--- src/rtl/register_file_pkg.sv ---
// Shared datapath sizing for the register file, ALU, decoder and top level.
package register_file_pkg;

    localparam int DBITS               = 32;
    localparam int REG_INDEX_BIT_WIDTH = 4;
    localparam int NUM_REGS            = 2 ** REG_INDEX_BIT_WIDTH;
    localparam logic [DBITS-1:0] RESET_VALUE = '0;

    typedef logic [DBITS-1:0]               dataT;
    typedef logic [REG_INDEX_BIT_WIDTH-1:0] idxT;
    typedef dataT [NUM_REGS-1:0]            regArrayT;

    // Full-width index equality; every index value addresses a distinct register.
    function automatic logic idxMatch(input idxT a, input idxT b);
        return a == b;
    endfunction

endpackage

--- src/rtl/register_file_if.sv ---
// Register file access bus: two read ports, one write port and a debug peek.
interface register_file_if;
    import register_file_pkg::*;

    idxT  rdIdxA;
    idxT  rdIdxB;
    logic wrEn;
    idxT  wrIdx;
    dataT wrData;
    dataT rdDataA;
    dataT rdDataB;
    idxT  dbgIdx;
    dataT dbgData;

    modport master (
        output rdIdxA, rdIdxB, wrEn, wrIdx, wrData, dbgIdx,
        input  rdDataA, rdDataB, dbgData
    );

    modport slave (
        input  rdIdxA, rdIdxB, wrEn, wrIdx, wrData, dbgIdx,
        output rdDataA, rdDataB, dbgData
    );

endinterface

--- src/rtl/register_file_reg_read_port.sv ---
// One combinational read port with write-to-read bypass.
module register_file_reg_read_port
    import register_file_pkg::*;
(
    input  idxT      rdIdx,
    input  regArrayT regs,
    input  logic     wrEn,
    input  idxT      wrIdx,
    input  dataT     wrData,
    output dataT     rdData
);

    // Stored value, replaced by the in-flight write when it targets this index.
    always_comb begin
        rdData = regs[rdIdx];
        if (wrEn && idxMatch(wrIdx, rdIdx)) begin
            rdData = wrData;
        end
    end

endmodule

--- src/rtl/register_file.sv ---
// Architectural register file feeding the ALU: two bypassed read ports,
// one synchronous write port, asynchronous clear, and an unbypassed debug peek.
module register_file
    import register_file_pkg::*;
(
    input  logic            clk,
    input  logic            reset,
    register_file_if.slave  bus
);

    regArrayT regs;

    idxT  portIdx  [2];
    dataT portData [2];

    assign portIdx[0]  = bus.rdIdxA;
    assign portIdx[1]  = bus.rdIdxB;
    assign bus.rdDataA = portData[0];
    assign bus.rdDataB = portData[1];

    // Storage: reset clears everything immediately and wins over a same-edge write.
    always_ff @(posedge clk or posedge reset) begin
        if (reset) begin
            for (int i = 0; i < NUM_REGS; i++) begin
                regs[i] <= RESET_VALUE;
            end
        end else if (bus.wrEn) begin
            regs[bus.wrIdx] <= bus.wrData;
        end
    end

    // Read ports A and B are identical, each bypassing independently.
    generate
        for (genvar gi = 0; gi < 2; gi++) begin : gPort
            register_file_reg_read_port uPort (
                .rdIdx  (portIdx[gi]),
                .regs   (regs),
                .wrEn   (bus.wrEn),
                .wrIdx  (bus.wrIdx),
                .wrData (bus.wrData),
                .rdData (portData[gi])
            );
        end
    endgenerate

    // Debug peek shows only what was stored at the last edge.
    assign bus.dbgData = regs[bus.dbgIdx];

endmodule
--- src/flat_wrapper.sv ---
// flat-port wrapper written by rule: the top's interface ports become plain ports
module register_file_flat import register_file_pkg::*;
  (clk, reset, bus_rdIdxA, bus_rdIdxB, bus_wrEn, bus_wrIdx, bus_wrData, bus_dbgIdx, bus_rdDataA, bus_rdDataB, bus_dbgData);
  register_file_if bus_i ();
  input  logic clk;
  input  logic reset;
  input wire logic [$bits(bus_i.rdIdxA)-1:0] bus_rdIdxA;
  input wire logic [$bits(bus_i.rdIdxB)-1:0] bus_rdIdxB;
  input wire logic [$bits(bus_i.wrEn)-1:0] bus_wrEn;
  input wire logic [$bits(bus_i.wrIdx)-1:0] bus_wrIdx;
  input wire logic [$bits(bus_i.wrData)-1:0] bus_wrData;
  input wire logic [$bits(bus_i.dbgIdx)-1:0] bus_dbgIdx;
  output wire logic [$bits(bus_i.rdDataA)-1:0] bus_rdDataA;
  output wire logic [$bits(bus_i.rdDataB)-1:0] bus_rdDataB;
  output wire logic [$bits(bus_i.dbgData)-1:0] bus_dbgData;
  assign bus_i.rdIdxA = bus_rdIdxA;
  assign bus_i.rdIdxB = bus_rdIdxB;
  assign bus_i.wrEn = bus_wrEn;
  assign bus_i.wrIdx = bus_wrIdx;
  assign bus_i.wrData = bus_wrData;
  assign bus_i.dbgIdx = bus_dbgIdx;
  assign bus_rdDataA = bus_i.rdDataA;
  assign bus_rdDataB = bus_i.rdDataB;
  assign bus_dbgData = bus_i.dbgData;
  register_file u_core (.clk(clk), .reset(reset), .bus(bus_i));
endmodule
--- config.mk ---
export PLATFORM = sky130hd
export DESIGN_NAME = register_file_flat
export DESIGN_NICKNAME = d
export VERILOG_FILES = /design/src/rtl/register_file_pkg.sv /design/src/rtl/register_file_if.sv /design/src/rtl/register_file_reg_read_port.sv /design/src/rtl/register_file.sv /design/src/flat_wrapper.sv
export SDC_FILE = /design/constraint.sdc
export NUM_CORES = 1
export LEC_CHECK = 0
export BUFFER_PORTS_ARGS = -buffer_cell sky130_fd_sc_hd__buf_4
export CAP_MARGIN = 20
export CORE_MARGIN = 1
export CORE_UTILIZATION = 40
export CTS_BUF_LIST = sky130_fd_sc_hd__clkbuf_2 sky130_fd_sc_hd__clkbuf_4 sky130_fd_sc_hd__clkbuf_8
export DETAILED_ROUTE_END_ITERATION = 6
export PLACE_DENSITY = 0.62
export SLEW_MARGIN = 20
export SYNTH_ARGS = -nofsm -noshare
export SYNTH_HDL_FRONTEND = slang
export SYNTH_SLANG_ARGS = --single-unit
--- constraint.sdc ---
create_clock -name clk -period 16.8 [get_ports clk]
set_input_delay 0.84 -clock clk [delete_from_list [all_inputs] [get_ports clk]]
set_output_delay 0.84 -clock clk [all_outputs]
set_load 0.1 [all_outputs]
==> metrics.cfg <==
[timing]
tightest_slew_ps = 1140
finalHoldViolCount = 0
clock_skew_ps = 0
setup_viol = 0
final_max_slew_viol_count = 0
fin_ws_ps = 11120
fin_crit_ps = 5680
maxSlewHeadroom_pct = 24.3
max_freq_mhz = 176
period_share_pct = 33.8
fin_setup_tns_ps = 0
grt_setup_unrepaired = false

[worst_setup_path]
cp-start-kind = primary input
path_common_cell = buf_4
cp_slowest_cell = buf_4
crit_family = buffers and inverters
r2r-start = u_core.regs[310]$_DFFE_PP0P_
critPathBufInv = 4
cp_max_fo = 45
crit_start = bus_rdIdxA[0]
crit_chain = buf_8, buf_4, buf_4, mux4_2, mux4_2, mux2_2, buf_4
max_stage_delay_ps = 910
worst-path-stages = 7
reg2reg_depth = 1
endpoint_kind = output port
required_ps = 15960
critPathCapture = bus_rdDataA[30]
rrSetupSlack_ps = 15950
reg2reg_to = u_core.regs[310]$_DFFE_PP0P_
cp.arrival_ps = 4840
criticalPathCategory = in -> out

[job]
drv_cap = 0

[drt]
detail-route-antenna-nets = 0
route.vias.total = 20300
viasPerCell = 6.50
wl_um = 96300
drcViolationCount = 0
drtIter0Drc = 1818
dr.pass1.iters = 5
wire_per_inst_um = 30.8

[place]
place.gp.congestion = 0.804
preCtsSetupSlack_ps = 11050
port_buffers = 146
hpwl_um = 54500

[floorplanning]
core-area_sq_um = 76500
io_pins = 147
die_y_um = 281
start_util_pct = 40.7
num_rows = 101
dieArea_sq_um = 78900
die_w_um = 281

[cts]
clk_pin_slew_ps = 60
cts.sinks = 512
cts_made_buffers = 89
post_cts_buffers = 0
cts.hold.buffers_added = 0
clock_latency_ps = 700
clockBufferDepth = 3
cts_resized = 0
cts_root_buffer = clkbuf_8
htree_levels = 3
cts_tree = yes

[synthesis]
synth_cell_types = 22
yosysSeqAreaShare_pct = 41.2
synthesis.nets = 2005
synthDominantCellAreaShare_pct = 41.2
syn_inst = 1954
synth_area_leaders = dfrtp_1 41%, mux4_2 30%, mux2_2 11%
netlist_area_sq_um = 31100
synth_area_leader_cell = dfrtp_1
syn_avg_cell_area_sq_um = 15.9
ys_warn_count = 0
ys_seq_elements = 512

[layout]
largest_register_ffs = 512
ff_latch_area_sq_um = 12800
drive_gt1_share_pct = 52.3
syn_to_final_growth_pct = 12.3
multi_input_area_sq_um = 17500
filler_cell_count = 6686
reg.largest.list = u_core.regs: 512 flops
regMostFlops = u_core.regs
nets = 2076

[power]
powerDensity_nw_per_um2 = 134
irDropWorstVdd_mv = 0.104
leakagePower_nw = 14.2

[status]
status = complete, no violations

[hold_path]
min_path_type = in -> async

[grt]
grt.overflow.total = 0
grt_pass1_vias = 21600
antenna_found_initial = 9
gr-usage-all-layers_pct = 25.0
grt_pass1_wl_um = 144000
grt_max_degree = 114

final cells by class:
| cell class | instances | share of cell area, % |
|---|---|---|
| Multi-Input combinational cell | 1229 | 50.1 |
| Sequential cell | 512 | 36.7 |
| Clock buffer | 144 | 5.13 |
| Timing Repair Buffer | 192 | 4.23 |
| Tap cell | 1030 | 3.69 |
| Clock inverter | 11 | 0.179 |
| Inverter | 1 | 0.0322 |
| Antenna cell | 1 | 0.00716 |
cell families after synthesis:
family	Yosys count	share of synthesized area [%]
buffers and inverters	213	3.10
AND/OR/NAND/NOR	103	1.44
XOR/XNOR	8	0.225
flip-flops	512	41.2
AO/OA/AOI/OAI	124	2.99
multiplexers	994	51.1
synth_stat cells:
master and instances:
nand3_1 3, inv_1 1, and2_0 2, xor2_1 6, buf_1 21, nand2_1 70
dfrtp_1 512, clkbuf_1 98, xnor2_1 2, mux2_2 301, buf_6 1, or3_1 3
nor4_2 2, nor2_1 11, nand2b_1 4, a22oi_1 124, buf_2 75, buf_4 17
nor2b_1 5, mux4_2 418, mux2_1 275, nor3_1 3
per-stage QoR:
stage	utilization (%)	std cells	total power (W)	cell area, sq um	hold WS (ps)
after floorplan	-	1954	0.00309	31100	487
after global placement	43.3	2964	0.00343	33100	498
after detailed placement	43.3	2964	0.00349	33100	512
after CTS	45.7	3119	0.00469	34900	321
after global routing	45.7	3120	0.00488	34900	375
final	45.7	3120	0.00467	34900	303
layout by cell type, fill, tap and decap left out:
cell	instances
nor2_1	3
nor4_4	2
mux2_1	275
dfrtp_1	512
nand3_1	2
nand2_1	68
nor3_2	3
buf_8	3
clkbuf_8	114
diode_2	1
a22oi_1	124
buf_6	4
clkbuf_4	30
and2_2	2
clkinv_2	8
clkinvlp_4	3
or3_2	3
nand2b_2	1
nor2b_4	4
inv_8	1
nand3_4	1
xnor2_1	2
buf_4	185
mux4_2	418
mux2_2	301
nand2_2	2
nand2b_1	3
nor2_4	8
xor2_1	6
nor2b_1	1
where the power goes:
part / internal, W / switching, W / total (W)
sequential: 0.00152 / 0.000268 / 0.00179
combinational: 0.000754 / 0.000928 / 0.00168
clock: 0.000671 / 0.000530 / 0.00120
total: 0.00295 / 0.00173 / 0.00467
worst min-delay path by stage:
stage | endpoint | slack (ps) | cells past startpoint
after floorplan | u_core.regs[320]$_DFFE_PP0P_ | 490 | 1
after global placement | u_core.regs[224]$_DFFE_PP0P_ | 500 | 1
after detailed placement | u_core.regs[330]$_DFFE_PP0P_ | 510 | 1
after CTS | u_core.regs[63]$_DFFE_PP0P_ | 320 | 2
after global routing | u_core.regs[63]$_DFFE_PP0P_ | 380 | 2
final | u_core.regs[255]$_DFFE_PP0P_ | 300 | 2
routing by layer:
layer	GRT usage (%)	part of all wire [%]	wire, um
met1	33.8	41	39500
met3	6.00	8.3	7950
met2	39.6	48	46100
met4	8.43	2.8	2690
met5	0	0.083	80
(Power assumes the default switching activity.)
